<file path="src/rtl/hazard_pkg.sv">
// Shared constants for the D-stage hazard scoreboard: Tuse/Tnew codes,
// forwarding-select encodings and HI/LO unit latencies.
package hazard_pkg;

    localparam int TW_DEFAULT = 3;

    // All-ones Tuse marks a source port that the instruction does not read.
    localparam logic [TW_DEFAULT-1:0] TUSE_NONE = '1;

    localparam int FWD_RF    = 0;
    localparam int FWD_STAGE = 1;

    localparam int MULT_LAT_DEFAULT = 5;
    localparam int DIV_LAT_DEFAULT  = 10;

    localparam logic [TW_DEFAULT-1:0] TNEW_ALU  = 3'd1;
    localparam logic [TW_DEFAULT-1:0] TNEW_LOAD = 3'd2;
    localparam logic [TW_DEFAULT-1:0] TNEW_LUI  = 3'd1;

endpackage

</file>
<file path="src/rtl/md_busy_counter.sv">
// HI/LO busy tracker: loads the mult or div latency when a mult/div issues
// and counts down to idle.
module md_busy_counter #(
    parameter int MULT_LAT = 5,
    parameter int DIV_LAT  = 10
) (
    input  logic clk,
    input  logic reset,
    input  logic load,
    input  logic is_div,
    output logic busy
);

    localparam int MAX_LAT = (DIV_LAT > MULT_LAT) ? DIV_LAT : MULT_LAT;
    localparam int CW      = $clog2(MAX_LAT + 1);

    logic [CW-1:0] count_q;

    // NOTE: reset is sampled on the clock edge, so it sits inside the
    // always_ff body rather than in the sensitivity list.
    always_ff @(posedge clk) begin
        if (!reset) begin
            count_q <= '0;
        end else if (load) begin
            count_q <= is_div ? CW'(DIV_LAT) : CW'(MULT_LAT);
        end else if (count_q != '0) begin
            count_q <= count_q - CW'(1);
        end
    end

    assign busy = (count_q != '0);

endmodule

</file>
<file path="src/rtl/hazard_scoreboard.sv">
// D-stage hazard controller: tracks in-flight producers across NSTAGE stages
// and derives the D-stage stall, per-port forwarding selects and HI/LO busy.
module hazard_scoreboard
    import hazard_pkg::*;
#(
    parameter int NSRC     = 2,
    parameter int NSTAGE   = 3,
    parameter int AW       = 5,
    parameter int TW       = 3,
    parameter int MULT_LAT = MULT_LAT_DEFAULT,
    parameter int DIV_LAT  = DIV_LAT_DEFAULT,
    localparam int SW      = $clog2(NSTAGE + 1)
) (
    input  logic                 clk,
    input  logic                 reset,
    input  logic [NSRC*AW-1:0]   d_src_addr,
    input  logic [NSRC*TW-1:0]   d_tuse,
    input  logic [AW-1:0]        d_dst_addr,
    input  logic [TW-1:0]        d_tnew,
    input  logic                 d_md_start,
    input  logic                 d_md_div,
    input  logic                 d_md_use,
    output logic                 stall,
    output logic [NSRC*SW-1:0]   fwd_sel,
    output logic                 md_busy
);

    localparam logic [TW-1:0] TUSE_NONE_W = {TW{1'b1}};

    typedef struct packed {
        logic [AW-1:0] dst;
        logic [TW-1:0] tnew;
    } entry_t;

    entry_t          entry_q [NSTAGE];
    logic [NSRC-1:0] data_stall;
    logic            md_stall;

    // Stage 0 takes the D instruction (or a bubble on stall); older stages
    // shift down with Tnew saturating at zero.
    // NOTE: state is updated with non-blocking assignments so every stage
    // reads the pre-edge value of its neighbour.
    always_ff @(posedge clk) begin
        if (!reset) begin
            for (int i = 0; i < NSTAGE; i++) entry_q[i] <= '0;
        end else begin
            entry_q[0] <= stall ? '0 : '{dst: d_dst_addr, tnew: d_tnew};
            for (int i = 1; i < NSTAGE; i++) begin
                entry_q[i].dst  <= entry_q[i-1].dst;
                entry_q[i].tnew <= (entry_q[i-1].tnew == '0) ? '0
                                                              : entry_q[i-1].tnew - TW'(1);
            end
        end
    end

    for (genvar k = 0; k < NSRC; k++) begin : g_port
        logic [AW-1:0]     src;
        logic [TW-1:0]     tuse;
        logic [NSTAGE-1:0] hit;
        logic              found;
        logic [TW-1:0]     y_tnew;
        logic [SW-1:0]     y_sel;

        assign src  = d_src_addr[k*AW +: AW];
        assign tuse = d_tuse[k*TW +: TW];

        for (genvar i = 0; i < NSTAGE; i++) begin : g_stage
            assign hit[i] = (entry_q[i].dst == src) && (entry_q[i].dst != '0);
        end

        // Scan oldest to youngest so the youngest match overwrites older ones.
        // NOTE: every always_comb output gets a default first so no latch
        // is inferred when nothing matches.
        always_comb begin
            found  = 1'b0;
            y_tnew = '0;
            y_sel  = SW'(FWD_RF);
            for (int i = NSTAGE - 1; i >= 0; i--) begin
                if (hit[i]) begin
                    found  = 1'b1;
                    y_tnew = entry_q[i].tnew;
                    y_sel  = SW'(FWD_STAGE + i);
                end
            end
        end

        assign data_stall[k]          = found && (tuse != TUSE_NONE_W) && (y_tnew > tuse);
        assign fwd_sel[k*SW +: SW]    = (found && y_tnew == '0) ? y_sel : SW'(FWD_RF);
    end

    assign md_stall = d_md_use && md_busy;
    assign stall    = (|data_stall) || md_stall;

    md_busy_counter #(
        .MULT_LAT (MULT_LAT),
        .DIV_LAT  (DIV_LAT)
    ) u_md_busy_counter (
        .clk    (clk),
        .reset  (reset),
        .load   (d_md_start && !stall),
        .is_div (d_md_div),
        .busy   (md_busy)
    );

endmodule

</file>
<file path="config.mk">
export PLATFORM = sky130hd
export DESIGN_NAME = hazard_scoreboard
export DESIGN_NICKNAME = d
export VERILOG_FILES = /design/src/rtl/hazard_pkg.sv /design/src/rtl/md_busy_counter.sv /design/src/rtl/hazard_scoreboard.sv
export SDC_FILE = /design/constraint.sdc
export NUM_CORES = 1
export LEC_CHECK = 0
export CORE_MARGIN = 5
export CORE_UTILIZATION = 50
export DETAILED_ROUTE_END_ITERATION = 8
export DONT_BUFFER_PORTS = 1
export PLACE_DENSITY = 0.62
export SYNTH_ARGS = -nofsm -noshare
export SYNTH_HDL_FRONTEND = slang
export SYNTH_SLANG_ARGS = --single-unit
export TNS_END_PERCENT = 100
</file>
<file path="constraint.sdc">
create_clock -name clk -period 3.05 [get_ports clk]
set_input_delay 0.305 -clock clk [delete_from_list [all_inputs] [get_ports clk]]
set_output_delay 0.305 -clock clk [all_outputs]
set_load 0.02 [all_outputs]
</file>
# Word level (Yosys, flattened, before mapping)
# Memory sizes are Yosys's and may differ from the RTL's.
# Cells that the tools add are included.
# totals
reg_bits	4
ram_bits	24
out_inout_bits	6
memories	1
# memory_table
memory	words	word_bits	read_ports	rd_clocked_by_memory_dff	write_ports	line_no	rtl
entry_q	3	8	3	0	3	hazard_scoreboard.sv:35	entry_t entry_q [NSTAGE];
# classes
n_addsub	3
n_lt_le_gt_ge	2
eq_ne	8
muxes	33
n_bitwise	5
n_reduce_logical	26
# op_table
operator	count
$eq 5x5->1	6
$mux 3	10
$mux 2	8
$mux 8	2
$reduce_bool 5->1	3
$logic_and 1x1->1	14
$logic_not 3->1	4
$mux 4	3
$mux 5	2
$mux 1	8
$gt 3x3->1	2
$ne 3x3->1 const B	2
$sub 3x1->3 const B	2
$or 1x1->1	5
$reduce_bool 4->1	1
$sub 4x1->4 const B	1
$reduce_bool 2->1	1
$reduce_or 2->1	1
$logic_not 1->1	1
$logic_or 1x1->1	1

# Logic depth before layout (Yosys ltp)
# logic_depth
word_depth	12
mapped_depth	13

# Modules after synthesis
# Synthesis repeated with hierarchy kept, for this count alone.
# hier_totals
hier_cells	228
hier_area_um2	1860.5
# modules_own_cells
module	instances	cells_per_inst	area_each_um2	seq_area_each_um2
hazard_scoreboard	1	197	1610.3	480.5
md_busy_counter	1	31	250.2	80.1

# Worst setup path before layout
# Ideal clock, no wire load.
# synth_timing
path_kind	flip-flop to output port
start	memory entry_q[1][3] (netlist bit)
end	output port stall
arrival_time_ps	2520
required_ps	2745
slack_ps	225
stages_incl_launch_ff	12
path_buffers	0
path_cell_list	dfxtp_1 > nor3_1 > nand2_1 > and3_1 > o311ai_1 > a21boi_1 > ha_1 > nor2b_1 > o21a_1 > o211ai_1 > a2bb2oi_2 > nand3_1
# synth_rtl
item	line_no	rtl
start, declared	hazard_scoreboard.sv:35	
end, declared	hazard_scoreboard.sv:23	output logic stall,

==> impl_metrics.toml <==
[status]
status = "finished with violations"
violations = "negative setup slack"

[final_layout]
instances_no_fill = 272
syn_to_final_growth_pct = 13.1
stdcell_area_sq_um = 2090
layout-drive-gt1-share_pct = 17.4
fillers = 336
num_antenna_cells = 0
final_common_cell = "xor2_1"
nets = 266
layout_common_cells = "xor2_1 (23), dfxtp_1 (20), inv_1 (18), and2_1 (18), nor2_1 (17)"

[cts]
tritoncts = "built"
postCtsHoldBufs = 0
path_clk_slew_ps = 100
clockBufferDepth = 2
cts.sinks = 28
clockRootBuffer = "clkbuf_8"
clock_latency_ps = 270
numCtsBuffers = 3
h-tree-depth = 1

[sta]
fmax_mhz = 322
tightestPinTransition_ps = 683
final.setup.worst_slack_ps = -50.9
fin_tns_setup_ps = -50.9
skew_ps = 4.39
relSlewSlack_pct = 54.1
finalSetupViolCount = 1
layout_min_cycle_time_ps = 3100
hold_viol = 0
rsz0062_at_grt = "true"
fin_crit_sh_pct = 102
final_max_slew_viol_count = 0

[yosys]
synth-main-ff-cell = "dfxtp_1"
synth-seq-cells = 28
avgSynthCellArea_sq_um = 8.69
synthSimpleGateAreaFrac_pct = 29.5
synth_xor_area_share_pct = 14.7
synth_edf_count = 0
syn_area_sq_um = 1850
synth_warnings = 0
yosys.cell_types.count = 39
synth_top_area_share_pct = 30.3
async_flop_share_pct = 0
synth_fa_ha_area_share_pct = 8.11
yosys-top-cells-area = "dfxtp_1 (30%), xor2_1 (11%), ha_1 (8.1%)"
ys_seq_area_share_pct = 30.3
synthMuxAreaShare_pct = 2.70
syn-num-nets = 254
synth-compound-area-share_pct = 10.6
synth_cells = 213
synth_top_family_by_area = "simple AND/OR/NAND/NOR gates"
synth_area_leader_cell = "dfxtp_1"

[setup_path]
worstReg2RegEnd = "u_md_busy_counter.count_q[1]$_SDFFE_PN0P_"
r2r_cells = 13
crit_required_ps = 2740
crit_path_end_kind = "primary output"
worst_setup_path_start_kind = "flop"
critPathLaunch = "entry_q[1][7]$_SDFF_PN0_"
rr_startpoint = "entry_q[1][7]$_SDFF_PN0_"
arrival_ps = 2800
worstSetupPathType = "reg -> out"
endpoint = "stall"
r2r_slack_ps = 70
critPathMaxFanout = 4

[min_path]
min_path_type = "in -> reg"
hold_start = "d_dst_addr[3]"

[route]
wl_per_cell_um = 15.5
vias = 1502
antenna_left = 0
avgViaCountPerCell = 5.52
drtIter0Drc = 61
finalWirelength_mm = 4.21
drc = 0
firstDrtPassIters = 4

[grt]
track_usage_pct = 16.8
grt_pass1_wl_mm = 6.92
grt_pass1_vias = 1529
grt_max_degree = 22
grt_remaining_overflow = 0
antenna_found_initial = 0

[placed_design]
place.gp.congestion = 0.910
port-buffer-count = 0
placed_cells = 266
placed_area_sq_um = 1960
hpwl_mm = 3.45

[pwr]
p_per_area_nw_per_um2 = 578
p_leak_nw = 0.957
peakVddDrop_mv = 0.352
power_w = 0.00121

[floorplanning]
fp-row-count = 22
initial_core_util_pct = 50.9
core_area_sq_um = 3630
die_h_um = 70.8
ios = 35
die_area_sq_um = 5020
die_x_um = 70.8

[run]
maxCapViolCount = 0
==> cells by family (layout without fill, tap and decap cells) <==
family / Yosys count / count (layout)
xor+xnor: 31 / 31
simple gates: 93 / 93
flops: 28 / 28
fa+ha+maj: 12 / 12
buf+inv: 20 / 31
mux: 5 / 5
compound gates: 24 / 24
==> metal layers <==
layer | share of wire [%] | GRT usage (%)
met1 | 44 | 21.1
met3 | 4.8 | 3.55
met5 | 0 | 0
met4 | 1.4 | 4.18
met2 | 50 | 29.0
==> worst max-delay path, stage by stage (launching register included) <==
cell and delay, ps:
dfxtp_2 370, xor2_1 240, nor3_2 110, and3_4 160
o311ai_2 270, a21boi_2 240, ha_1 260, nor2b_4 130
o21a_1 160, o211ai_1 230, a21o_1 200, nand3_2 160
==> Yosys cell counts (2+ instances only) <==
library cell  count
a21o_1            5
a21oi_1           2
and2_1           18
and3_1            2
clkbuf_1          2
dfxtp_1          28
ha_1             12
inv_1            18
mux2i_1           5
nand2_1          13
nand3_1           9
nand4_1           6
nand4_2           2
nor2_1           17
nor2b_1           3
nor3_1            8
nor3_2            4
nor4_1            2
o211ai_1          2
o21a_1            3
o21ai_0           3
o311ai_1          2
or3_1             2
xnor2_1           8
xor2_1           23
==> registers in the layout, indices dropped and copies added, names as in the netlist <==
signal / cells
entry_q: 24
u_md_busy_counter.count_q: 4
==> worst min path at each step <==
stage / end / cells past startpoint
6_report: entry_q[0][6]$_SDFF_PP0_ / 1
5_1_grt: entry_q[1][2]$_SDFF_PP0_ / 1
4_1_cts: entry_q[1][2]$_SDFF_PP0_ / 1
3_5_place_dp: entry_q[0][5]$_SDFF_PP0_ / 1
3_3_place_gp: entry_q[0][5]$_SDFF_PP0_ / 1
2_1_floorplan: entry_q[1][0]$_SDFF_PP0_ / 1
==> power breakdown <==
| part | internal, W | switching [W] |
|---|---|---|
| Clock | 0.000176 | 0.000116 |
| Combinational | 0.000188 | 0.000238 |
| Sequential | 0.000431 | 0.0000603 |
| Total | 0.000795 | 0.000414 |
==> repair_timing <==
action                                 in CTS  in global routing
buffers inserted                            2                  0
pin swaps                                   5                 13
endpoints found under the hold margin       0                  0
setup endpoints to repair                   1                 13
gates resized for setup                     6                 11
==> final cells by class <==
| cell class | instances | area [sq um] | area share (%) |
|---|---|---|---|
| repair buffers | 9 | 67.6 | 3.23 |
| clock buffers | 3 | 41.3 | 1.97 |
| clock inverters | 1 | 30.0 | 1.43 |
| flip-flops and latches | 28 | 573 | 27.4 |
| multi-input cells | 165 | 1250 | 59.9 |
| well taps | 48 | 60.1 | 2.87 |
| inverters | 18 | 67.6 | 3.23 |
==> stage by stage <==
stage | setup slack, ps | hold slack, ps | util [%]
2_1_floorplan | 225 | 414 | -
3_3_place_gp | 180 | 429 | 53.8
3_5_place_dp | 117 | 430 | 53.8
4_1_cts | -70.9 | 143 | 56.6
5_1_grt | -209 | 126 | 57.6
6_report | -50.9 | 145 | 57.6
Power figures use the tool's default switching activity.
